===== src/rtl/branch_resolve_unit.sv =====
// Branch resolution unit: compare, decide, target/redirect, mispredict (1 or 2 stages).
// Optional perf counters enabled by defining BRANCH_PERF_CNT_EN.
module branch_resolve_unit #(
    parameter int XLEN      = 32,
    parameter int STAGES    = 1,
    parameter int CNT_WIDTH = 32
) (
    input  logic            clk,
    input  logic            rst,
    input  logic            in_valid,
    input  logic [2:0]      in_funct3,
    input  logic [XLEN-1:0] in_rs1,
    input  logic [XLEN-1:0] in_rs2,
    input  logic [XLEN-1:0] in_pc,
    input  logic [XLEN-1:0] in_imm,
    input  logic            in_pred_taken,
    input  logic            stall,
    input  logic            flush,
    output logic            out_valid,
    output logic            out_equal,
    output logic            out_less_than,
    output logic            out_taken,
    output logic [XLEN-1:0] out_target,
    output logic [XLEN-1:0] out_redirect_pc,
    output logic            out_mispredict,
    output logic            out_illegal
`ifdef BRANCH_PERF_CNT_EN
    ,
    output logic [CNT_WIDTH-1:0] perf_branches,
    output logic [CNT_WIDTH-1:0] perf_mispredicts
`endif
);

    if (STAGES != 1 && STAGES != 2) begin : g_bad_stages
        $error("branch_resolve_unit: STAGES must be 1 or 2");
    end
    if (XLEN < 8 || CNT_WIDTH < 1) begin : g_bad_width
        $error("branch_resolve_unit: XLEN must be >= 8, CNT_WIDTH >= 1");
    end

    function automatic logic decide(
        input logic [2:0] f3,
        input logic       eq,
        input logic       slt,
        input logic       ult
    );
        logic t;
        t = 1'b0;
        unique case (f3)
            3'b000:  t = eq;
            3'b001:  t = !eq;
            3'b100:  t = slt;
            3'b101:  t = !slt;
            3'b110:  t = ult;
            3'b111:  t = !ult;
            default: t = 1'b0;
        endcase
        return t;
    endfunction

    // Inputs to the final stage, sourced from the ports or from stage 1.
    logic            f_valid;
    logic            f_eq;
    logic            f_slt;
    logic            f_ult;
    logic            f_pred;
    logic [2:0]      f_funct3;
    logic [XLEN-1:0] f_pc;
    logic [XLEN-1:0] f_imm;

    if (STAGES == 2) begin : g_two
        logic            s1_valid;
        logic            s1_eq;
        logic            s1_slt;
        logic            s1_ult;
        logic            s1_pred;
        logic [2:0]      s1_funct3;
        logic [XLEN-1:0] s1_pc;
        logic [XLEN-1:0] s1_imm;

        always_ff @(posedge clk) begin
            if (rst) begin
                s1_valid  <= 1'b0;
                s1_eq     <= 1'b0;
                s1_slt    <= 1'b0;
                s1_ult    <= 1'b0;
                s1_pred   <= 1'b0;
                s1_funct3 <= '0;
                s1_pc     <= '0;
                s1_imm    <= '0;
            end else if (flush) begin
                s1_valid <= 1'b0;
            end else if (!stall) begin
                s1_valid  <= in_valid;
                s1_eq     <= in_rs1 == in_rs2;
                s1_slt    <= $signed(in_rs1) < $signed(in_rs2);
                s1_ult    <= in_rs1 < in_rs2;
                s1_pred   <= in_pred_taken;
                s1_funct3 <= in_funct3;
                s1_pc     <= in_pc;
                s1_imm    <= in_imm;
            end
        end

        assign f_valid  = s1_valid;
        assign f_eq     = s1_eq;
        assign f_slt    = s1_slt;
        assign f_ult    = s1_ult;
        assign f_pred   = s1_pred;
        assign f_funct3 = s1_funct3;
        assign f_pc     = s1_pc;
        assign f_imm    = s1_imm;
    end else begin : g_one
        assign f_valid  = in_valid;
        assign f_eq     = in_rs1 == in_rs2;
        assign f_slt    = $signed(in_rs1) < $signed(in_rs2);
        assign f_ult    = in_rs1 < in_rs2;
        assign f_pred   = in_pred_taken;
        assign f_funct3 = in_funct3;
        assign f_pc     = in_pc;
        assign f_imm    = in_imm;
    end

    logic            f_taken;
    logic            f_illegal;
    logic            f_lt;
    logic            f_mis;
    logic [XLEN-1:0] f_target;
    logic [XLEN-1:0] f_redirect;

    assign f_taken    = decide(f_funct3, f_eq, f_slt, f_ult);
    assign f_illegal  = f_funct3[2:1] == 2'b01;
    assign f_lt       = f_funct3[1] ? f_ult : f_slt;
    assign f_target   = f_pc + f_imm;
    assign f_redirect = f_taken ? f_target : f_pc + XLEN'(4);
    assign f_mis      = f_taken != f_pred;

    logic            r_valid;
    logic            r_eq;
    logic            r_lt;
    logic            r_taken;
    logic            r_illegal;
    logic            r_mis;
    logic [XLEN-1:0] r_target;
    logic [XLEN-1:0] r_redirect;

    always_ff @(posedge clk) begin
        if (rst) begin
            r_valid    <= 1'b0;
            r_eq       <= 1'b0;
            r_lt       <= 1'b0;
            r_taken    <= 1'b0;
            r_illegal  <= 1'b0;
            r_mis      <= 1'b0;
            r_target   <= '0;
            r_redirect <= '0;
        end else if (flush) begin
            r_valid <= 1'b0;
        end else if (!stall) begin
            r_valid    <= f_valid;
            r_eq       <= f_eq;
            r_lt       <= f_lt;
            r_taken    <= f_taken;
            r_illegal  <= f_illegal;
            r_mis      <= f_mis;
            r_target   <= f_target;
            r_redirect <= f_redirect;
        end
    end

    // Status flags only mean something for a live entry.
    assign out_valid       = r_valid;
    assign out_equal       = r_eq;
    assign out_less_than   = r_lt;
    assign out_taken       = r_valid & r_taken;
    assign out_illegal     = r_valid & r_illegal;
    assign out_mispredict  = r_valid & r_mis;
    assign out_target      = r_target;
    assign out_redirect_pc = r_redirect;

`ifdef BRANCH_PERF_CNT_EN
    logic load_final;
    assign load_final = !flush && !stall && f_valid;

    always_ff @(posedge clk) begin
        if (rst) begin
            perf_branches    <= '0;
            perf_mispredicts <= '0;
        end else if (load_final) begin
            if (!(&perf_branches))
                perf_branches <= perf_branches + CNT_WIDTH'(1);
            if (f_mis && !(&perf_mispredicts))
                perf_mispredicts <= perf_mispredicts + CNT_WIDTH'(1);
        end
    end
`endif

endmodule


===== config.mk =====
export PLATFORM = sky130hd
export DESIGN_NAME = branch_resolve_unit
export DESIGN_NICKNAME = d
export VERILOG_FILES = /design/src/rtl/branch_resolve_unit.sv
export SDC_FILE = /design/constraint.sdc
export NUM_CORES = 1
export LEC_CHECK = 0
export BUFFER_PORTS_ARGS = -buffer_cell sky130_fd_sc_hd__clkbuf_2
export CAP_MARGIN = 20
export CORE_UTILIZATION = 50
export DETAILED_ROUTE_END_ITERATION = 8
export GPL_TIMING_DRIVEN = 0
export PLACE_DENSITY = 0.89
export SKIP_LAST_GASP = 1
export SLEW_MARGIN = 20
export SYNTH_ARGS = -nofsm -noshare
export SYNTH_HDL_FRONTEND = slang
export SYNTH_SLANG_ARGS = --single-unit

===== constraint.sdc =====
create_clock -name clk -period 7.45 [get_ports clk]
set_clock_uncertainty 0.2 [all_clocks]
set_input_delay 0.3725 -clock clk [delete_from_list [all_inputs] [get_ports clk]]
set_output_delay 0.3725 -clock clk [all_outputs]
set_load 0.05 [all_outputs]

==> results of run 1 <==
worst max-delay path: stages:
cell,delay (ns)
clkbuf_2,0.14
ha_1,0.38
a2111oi_0,0.42
o21a_1,0.31
o211ai_1,0.21
a311oi_1,0.30
o21bai_1,0.11
xor2_1,0.44
nor4_1,0.11
a2111oi_1,0.44
cells in the final DEF (no fill, tap or decap), types with 6 or more instances in the layout:
master	instances
or3_1	6
o21bai_1	6
nor2_1	57
nand2b_1	8
o211ai_1	25
nand3b_1	9
clkbuf_16	9
o21a_1	7
nand3_1	25
nand2_1	108
nand4_1	22
a211oi_1	12
inv_1	48
o21ai_0	28
a21oi_1	66
dfxtp_1	70
nor3_1	22
o2111ai_1	11
and3_1	12
a311oi_1	7
clkbuf_1	27
ha_1	64
and4_1	9
clkbuf_2	206
xnor2_1	27
xor2_1	20
layout make-up:
cell class / count / area [um2] / area share, %
buffer: 36 / 204 / 2.67
clock buffer: 10 / 229 / 3.00
clock inverter: 4 / 50.0 / 0.655
inverter: 48 / 180 / 2.36
multi-input combinational: 640 / 4360 / 57.1
sequential: 70 / 1400 / 18.3
tap: 147 / 184 / 2.41
timing repair buffer: 206 / 1030 / 13.5
final timing paths:
kind                             from  slack (ns)                  end
setup / recovery             in_pc[4]        4.20  out_redirect_pc[19]
hold / removal                  flush        0.07            out_valid
setup reg to reg  out_redirect_pc[19]        6.21  out_redirect_pc[19]
hold reg to reg        out_target[27]        0.26       out_target[27]
metal layers:
layer / vias up / track usage, % / routed length [um]
met4: 0 / 16.3 / 966
li1: 3350 / - / -
met2: 449 / 51.4 / 9270
met5: - / 0 / 0
met3: 96 / 4.18 / 1980
met1: 3214 / 38.2 / 7830
registers in the layout, summed over array words and instances (netlist names):
register,count
out_equal,1
out_valid,1
r_taken,1
out_redirect_pc,32
r_mis,1
r_illegal,1
out_target,32
out_less_than,1
cells by family (layout without fill, tap and decap cells):
| group | Yosys count | count (layout) | synth area share (%) |
|---|---|---|---|
| compound gates | 211 | 211 | 24.2 |
| fa+ha+maj | 65 | 65 | 13.3 |
| flops | 70 | 70 | 22.8 |
| simple gates | 312 | 312 | 25.6 |
| mux | 4 | 4 | 0.753 |
| xor+xnor | 48 | 48 | 7.06 |
| buf+inv | 84 | 304 | 6.25 |
stage by stage:
step                      setup WS, ns  cells  power (uW)  instance area (um2)
after floorplan                   4.51    794         795                 6150
after global placement            4.07   1147         945                 7360
after detailed placement          4.09   1147         955                 7360
after CTS                         4.36   1161        1370                 7640
after global routing              4.14   1161        1430                 7640
final                             4.20   1161        1380                 7640
power groups by stage:
stage / clock network (uW) / logic [uW] / registers [uW]
floorplan: 0 / 269 / 526
global placement: 0 / 514 / 431
detailed placement: 0 / 523 / 432
CTS: 414 / 528 / 424
global route: 429 / 577 / 427
finish: 417 / 536 / 425
==> impl_metrics.tcl, run 1 <==
set metrics [dict create \
    async_reset_ff_share_pct 0 \
    hold_buffers 0 \
    yosysWarningCount 0 \
    fmax_ghz 0.308 \
    endpoint_kind "flop" \
    avgSynthCellArea_um2 7.74 \
    synth-edff-count 0 \
    track_usage_pct 30.6 \
    cts_resized 0 \
    cts_made_buffers 9 \
    drt.antenna.violating_nets 0 \
    cts_setup_buffers 0 \
    dp_hpwl_um 15900 \
    synth_nets 996 \
    vias 7109 \
    cts_root_buffer "clkbuf_16" \
    syn2layout_area_growth_pct 24.3 \
    power_density_mw_per_mm2 180 \
    grt_first_pass_wirelength_um 31100 \
    vias_per_cell 6.12 \
    setup_viol 0 \
    drt-pass1-iter-count 6 \
    outcome "completed" \
    place.port_buffers 206 \
    ios 207 \
    syn_area_mm2 0.00615 \
    yosysTopAreaCell "dfxtp_1" \
    critPathKind "input pin to flop" \
    die_x_um 113 \
    synth.most_common_cell "nand2_1" \
    yosys-top-cells-count "108 x nand2_1, 70 x dfxtp_1, 66 x a21oi_1, 64 x ha_1, 57 x nor2_1" \
    overflow 0 \
    clk_path_buf_depth 2 \
    cp.required_ns 7.44 \
    p_comb_share_pct 38.9 \
    wl_per_cell_um 17.3 \
    p_sw_uw 540 \
    antenna_cells 0 \
    clock_latency_ns 0.33 \
    fillers 1058 \
    fin_crit_sh_pct 43.6 \
    hold_slack_ns 0.0702 \
    drt_iter0_drc 817 \
    worstHoldPathCells 2 \
    synth_seq_area_share_pct 22.8 \
    die_area_mm2 0.0127 \
    die_y_um 113 \
    hold_violations 0 \
    ir_drop_mv 0.112 \
    grt_pass1_vias 6474 \
    core_mm2 0.0120 \
    drive_above_1_share_pct 25.4 \
    fin_tns_setup_ns 0 \
    cts.clk_slew.worst_paths_ns 0.06 \
    route.detailed.drc 0 \
    rows 40 \
    yosysUniqueCellTypes 80 \
    gp_congestion 0.946 \
    tightest_slew_ns 0.811 \
    hp-class "input pin to flop" \
    cts_tree "done" \
    clkPwrFrac_pct 30.2 \
    ys.flop_type "dfxtp_1" \
    antenna_found_initial 0 \
    startpoint_type "input pin" \
    period_minus_slack_ns 3.25 \
    max-slew-margin-rel_pct 45.2 \
    p_int_uw 839 \
    ys_top_cells_by_area "dfxtp_1 23%, ha_1 13%, nand2_1 6.6%" \
    netlist_instances 794 \
    final_util_pct 63.6 \
    grt_setup_unrepaired "no" \
    path_max_fanout 6 \
    reg2regPathDepth 2 \
    drv_slew 0 \
    swShare_pct 39.1 \
    initial_utilization_pct 51.2 \
    worstPathArrival_ns 3.23 \
    drt_wl_total_um 20100 \
    max_cap_viol_count 0 \
    htreeDepth 3 \
    p_seq_share_pct 30.9 \
    cellLeakagePower_uw 0.00349 \
    ys_ff_latch 70 \
    finalNetCount 1213 \
    grt_max_degree 12 \
    cts_sinks 70 \
    yosysTopAreaCellShare_pct 22.8 \
]
No activity file was read; power rests on OpenSTA's default activity.
==> run 2, diff against run 1 <==
- CORE_UTILIZATION: 50 -> 47
- PLACE_DENSITY: 0.89 -> 0.88
- clock period: 7.45 -> 2.82 ns (I/O delays scaled with it)
==> run 2 against run 1 <==
Flip-flop and latch count did not move. Power rose to 2.7 times the previous value. Final cell count is 3.4% higher. Count of clock-buffer cells in the layout did not move. Combinational power grew to 2.7 times the previous value. Clock power grew to 2.8 times the previous value. Register-to-register slack got worse by 4.8 ns. Final area is 2.9% higher. Worst hold slack worse by 0.064 ns. Global-route usage shrank 0.28 points. Sequential power increased to 2.6 times the previous value. Largest cell class unchanged. Highest routed layer unchanged.
==> impl_metrics.tcl, run 2 (synthesis results as in run 1) <==
set metrics [dict create \
    wl_per_cell_um 17.4 \
    grt_max_degree 14 \
    cpPeakStageDelay_ns 0.40 \
    overflow 0 \
    clk_path_buf_depth 2 \
    antenna_cells 0 \
    cp.required_ns 2.85 \
    max-slew-margin-rel_pct 53.6 \
    cellLeakagePower_uw 0.00358 \
    die_y_um 116 \
    period_minus_slack_ns 2.80 \
    crit_chain "clkbuf_2, ha_1, inv_1, fa_1, nor2b_1, o31a_1, o31a_1, o21ai_0, and4_1, a311oi_2, nand3_1, a32o_1" \
    die_x_um 116 \
    path_max_fanout 5 \
    cts_root_buffer "clkbuf_16" \
    critical_path.most_common_cell "o31a_1" \
    cts_sinks 70 \
    outcome "completed" \
    grt_pass1_vias 6692 \
    gp_congestion 0.919 \
    drt-pass1-iter-count 5 \
    drv_slew 0 \
    drt_wl_total_um 20900 \
    core_mm2 0.0127 \
    vias 7153 \
    fin_tns_setup_ns 0 \
    syn2layout_area_growth_pct 27.9 \
    cts_made_buffers 9 \
    fmax_ghz 0.357 \
    power_density_mw_per_mm2 476 \
    dpl_worst_slack_ns -0.435 \
    antenna_found_initial 0 \
    fin_cells 1200 \
    tightest_slew_ns 0.695 \
    layout_commonest_cell "clkbuf_2" \
    ir_drop_mv 0.331 \
    clock_latency_ns 0.34 \
    route.detailed.drc 0 \
    fin_crit_sh_pct 99.2 \
    cpMaxStageDelayCell "fa_1" \
    endpoint_kind "flop" \
    finalNetCount 1225 \
    grt_setup_unrepaired "yes" \
    place.port_buffers 206 \
    drt_iter0_drc 739 \
    final_cell_mix "206 x clkbuf_2, 108 x nand2_1, 70 x dfxtp_1, 64 x a21oi_1, 63 x ha_1" \
    cts.clk_slew.worst_paths_ns 0.06 \
    cts_tree "done" \
    startpoint_type "input pin" \
    vias_per_cell 5.96 \
    layout_setup_ws_ns 0.0224 \
    ios 207 \
    hp-class "input pin to flop" \
    rows 41 \
    drt.antenna.violating_nets 0 \
    dp_cells 1172 \
    max_cap_viol_count 0 \
    critPathKind "input pin to flop" \
    die_area_mm2 0.0135 \
    setup_viol 0 \
    worstPathArrival_ns 2.83 \
    dp_hpwl_um 16400 \
    grt_first_pass_wirelength_um 31800 \
    drive_above_1_share_pct 26.4 \
    initial_utilization_pct 48.5 \
    track_usage_pct 30.3 \
    hold_violations 0 \
    htreeDepth 3 \
]
## run 2: changes by cell type in the layout (fill, tap and decap cells not counted), moves of 2 or more
| cell | delta |
|---|---|
| a21oi_2 | +2 |
| o311ai_0 | -2 |
| o21ai_0 | -2 |
| clkinv_4 | +2 |
| buf_4 | +2 |
| clkinvlp_4 | -2 |
| dlygate4sd3_1 | +9 |
| o311ai_1 | +2 |
| inv_6 | +2 |
| a21oi_1 | -2 |
## run 2: area by class of cell
type / instances / area [um2]
Clock inverter: 6 / 70.1
Sequential cell: 70 / 1400
Buffer: 36 / 204
Inverter: 48 / 180
Timing Repair Buffer: 217 / 1140
Fill cell: 1102 / 4810
Multi-Input combinational cell: 641 / 4430
Tap cell: 172 / 215
Clock buffer: 10 / 229
## run 2: final timing paths
kind	from	endpoint	slack, ns	cells after the start
max	in_pc[0]	out_redirect_pc[24]	0.02	12
min	in_pc[17]	out_redirect_pc[17]	0.006	4
max reg2reg	out_valid	out_valid	1.40	3
min reg2reg	out_equal	out_equal	0.25	2
## run 2: worst max-delay path: cells and delay by family
kind / cells / cell delay [ns]
AND/OR/NAND/NOR: 3 / 0.54
adder cells (fa/ha/maj): 2 / 0.60
AO/OA/AOI/OAI: 5 / 1.38
buffers and inverters: 2 / 0.16
## run 2: per-stage QoR
stage / cell area (um2) / hold WS, ns / power (uW) / util [%]
floorplan: 6150 / 0.0203 / 2100 / -
global placement: 7390 / 0.176 / 2500 / 58.4
detailed placement: 7390 / 0.197 / 2530 / 58.4
CTS: 7790 / 0.00237 / 3680 / 61.5
global route: 7860 / 0.0502 / 3880 / 62.1
finish: 7860 / 0.00622 / 3740 / 62.1
## run 2: power breakdown
part           switching (uW)  total, uW  internal, uW  leakage [uW]
clock                     465       1160           693      0.000147
combinational             966       1460           494       0.00286
sequential               54.5       1120          1070      0.000574
## run 2: metal layers
metal	up-vias	GRT usage (%)	wire, um
met5	-	0	0
met4	0	16.2	934
met3	77	4.26	1900
met2	430	52.9	9870
met1	3261	36.0	8230
li1	3385	-	-
## run 2: repair_timing
action / CTS / global route
hold buffers: 9 / 0
setup buffers: 0 / 2
pin swaps: 0 / 3
endpoints found under the setup margin: 1 / 24
resized for setup: 1 / 13
gates cloned: 0 / 1
endpoints found under the hold margin: 8 / 0
==> run 3, diff against run 2 <==
- RECOVER_POWER: default -> 50
- clock period: 2.82 -> 2.3 ns (I/O delays scaled with it)
==> run 3 against run 2 <==
The flow now finishes with violations (setup timing). Final area increased by 13%. Flip-flop and latch count unchanged. Power increased by 34%. Setup slack got worse by 0.30 ns. Critical endpoint is now out_redirect_pc[2]. Largest power group unchanged.
==> impl_metrics.tcl, run 3 (synthesis results as in run 1) <==
set metrics [dict create \
    path_max_fanout 8 \
    period_minus_slack_ns 2.58 \
    die_x_um 116 \
    hold_violations 0 \
    dpl_worst_slack_ns -0.718 \
    setup_viol 41 \
    finalNetCount 1253 \
    fin_cells 1228 \
    cts.clk_slew.worst_paths_ns 0.06 \
    drv_slew 0 \
    grt_max_degree 13 \
    route.detailed.drc 0 \
    p_int_uw 3000 \
    fillers 946 \
    core_mm2 0.0127 \
    clk_path_buf_depth 2 \
    final_cell_mix "154 x clkbuf_2, 105 x nand2_1, 73 x clkbuf_1, 70 x dfxtp_1, 62 x a21oi_1" \
    grt_first_pass_wirelength_um 34500 \
    grt_setup_unrepaired "yes" \
    track_usage_pct 33.1 \
    initial_utilization_pct 48.5 \
    drt_wl_total_um 24400 \
    ios 207 \
    grt_pass1_vias 6991 \
    p_sw_uw 2030 \
    vias 7700 \
    die_area_mm2 0.0135 \
    stdcell_area_mm2 0.00890 \
    wl_per_cell_um 19.9 \
    p_comb_share_pct 44.6 \
    cp.required_ns 2.36 \
    p_seq_share_pct 27.4 \
    rows 41 \
    overflow 0 \
    fmax_ghz 0.388 \
    dp_hpwl_um 16300 \
    outcome "finished with violations" \
    cts_tree "done" \
    syn2layout_area_growth_pct 44.8 \
    vias_per_cell 6.27 \
    clkPwrFrac_pct 27.9 \
    final_util_pct 70.2 \
    swShare_pct 40.4 \
    violations "setup timing" \
    drive_above_1_share_pct 31.7 \
    cts_root_buffer "clkbuf_16" \
    hold_slack_ns 0.0104 \
    power_density_mw_per_mm2 565 \
    startpoint_type "input pin" \
    endpoint_kind "flop" \
    cts_made_buffers 9 \
    critPathKind "input pin to flop" \
    hp-class "input pin to flop" \
    ir_drop_mv 0.421 \
    cellLeakagePower_uw 0.00372 \
    gp_congestion 0.918 \
    max_cap_viol_count 0 \
    grt_busiest_layer "met2" \
    drt_iter0_drc 875 \
    tightest_slew_ns 0.692 \
    worstPathArrival_ns 2.63 \
    max-slew-margin-rel_pct 54.1 \
    use_met1_pct 40.5 \
    clock_latency_ns 0.35 \
    dp_cells 1172 \
    layout_setup_ws_ns -0.276 \
    met2_usage_pct 55.3 \
    antenna_cells 0 \
    htreeDepth 3 \
    layout_commonest_cell "clkbuf_2" \
    die_y_um 116 \
    antenna_found_initial 0 \
    drt.antenna.violating_nets 0 \
    drt-pass1-iter-count 6 \
    cts_sinks 70 \
    use_met3_pct 6.07 \
    fin_crit_sh_pct 112 \
    placed_area_mm2 0.00759 \
    place.port_buffers 206 \
]
## run 3: what timing repair did
| action | 4_1_cts | 5_1_grt |
|---|---|---|
| hold buffers | 9 | 0 |
| setup endpoints to repair | 47 | 48 |
| pin swaps | 33 | 46 |
| gates cloned | 3 | 0 |
| hold endpoints to repair | 8 | 0 |
| gates resized for setup | 56 | 82 |
| buffers inserted | 17 | 12 |
## run 3: power groups by stage
stage,clock [uW],sequential (uW),combinational (uW)
floorplan,0,1700,923
global placement,0,1400,1730
detailed placement,0,1400,1760
CTS,1370,1370,1970
global route,1440,1390,2370
finish,1410,1380,2250
## run 3: worst max-delay path: stages
cell and delay [ns]:
clkbuf_2 0.08, inv_1 0.05, ha_4 0.26, nand4_1 0.18
a2111o_1 0.43, a31oi_4 0.18, buf_4 0.16, nor3_4 0.05
o311ai_4 0.38, buf_6 0.22, buf_4 0.14, nand3_2 0.09
a311oi_2 0.27
## run 3: path summary, 6_finish.rpt
| kind | from | to | slack, ns | depth (start not counted) |
|---|---|---|---|---|
| setup / recovery | in_rs2[10] | out_redirect_pc[2] | -0.28 | 13 |
| hold / removal | in_pc[0] | out_redirect_pc[0] | 0.01 | 4 |
| setup reg to reg | out_valid | out_valid | 0.88 | 3 |
| hold reg to reg | out_target[28] | out_target[28] | 0.26 | 2 |
## run 3: metal layers
layer | routed length (um) | part of all wire (%)
met1 | 8850 | 36
met2 | 11500 | 47
met3 | 2830 | 12
met4 | 1280 | 5.2
met5 | 0 | 0
## run 3: area by class of cell
type | instances | area [um2] | share of cell area, %
sequential | 70 | 1400 | 15.7
tap | 172 | 215 | 2.42
clock buffer | 11 | 233 | 2.61
multi-input combinational | 641 | 5180 | 58.2
timing repair buffer | 246 | 1390 | 15.6
buffer | 35 | 228 | 2.56
inverter | 48 | 193 | 2.16
clock inverter | 5 | 60.1 | 0.675
## run 3: through the flow
step / setup TNS (ns) / total power [uW]
floorplan: -6.09 / 2630
global placement: -25.12 / 3120
detailed placement: -28.06 / 3160
CTS: -9.26 / 4720
global route: -13.63 / 5200
finish: -6.98 / 5030
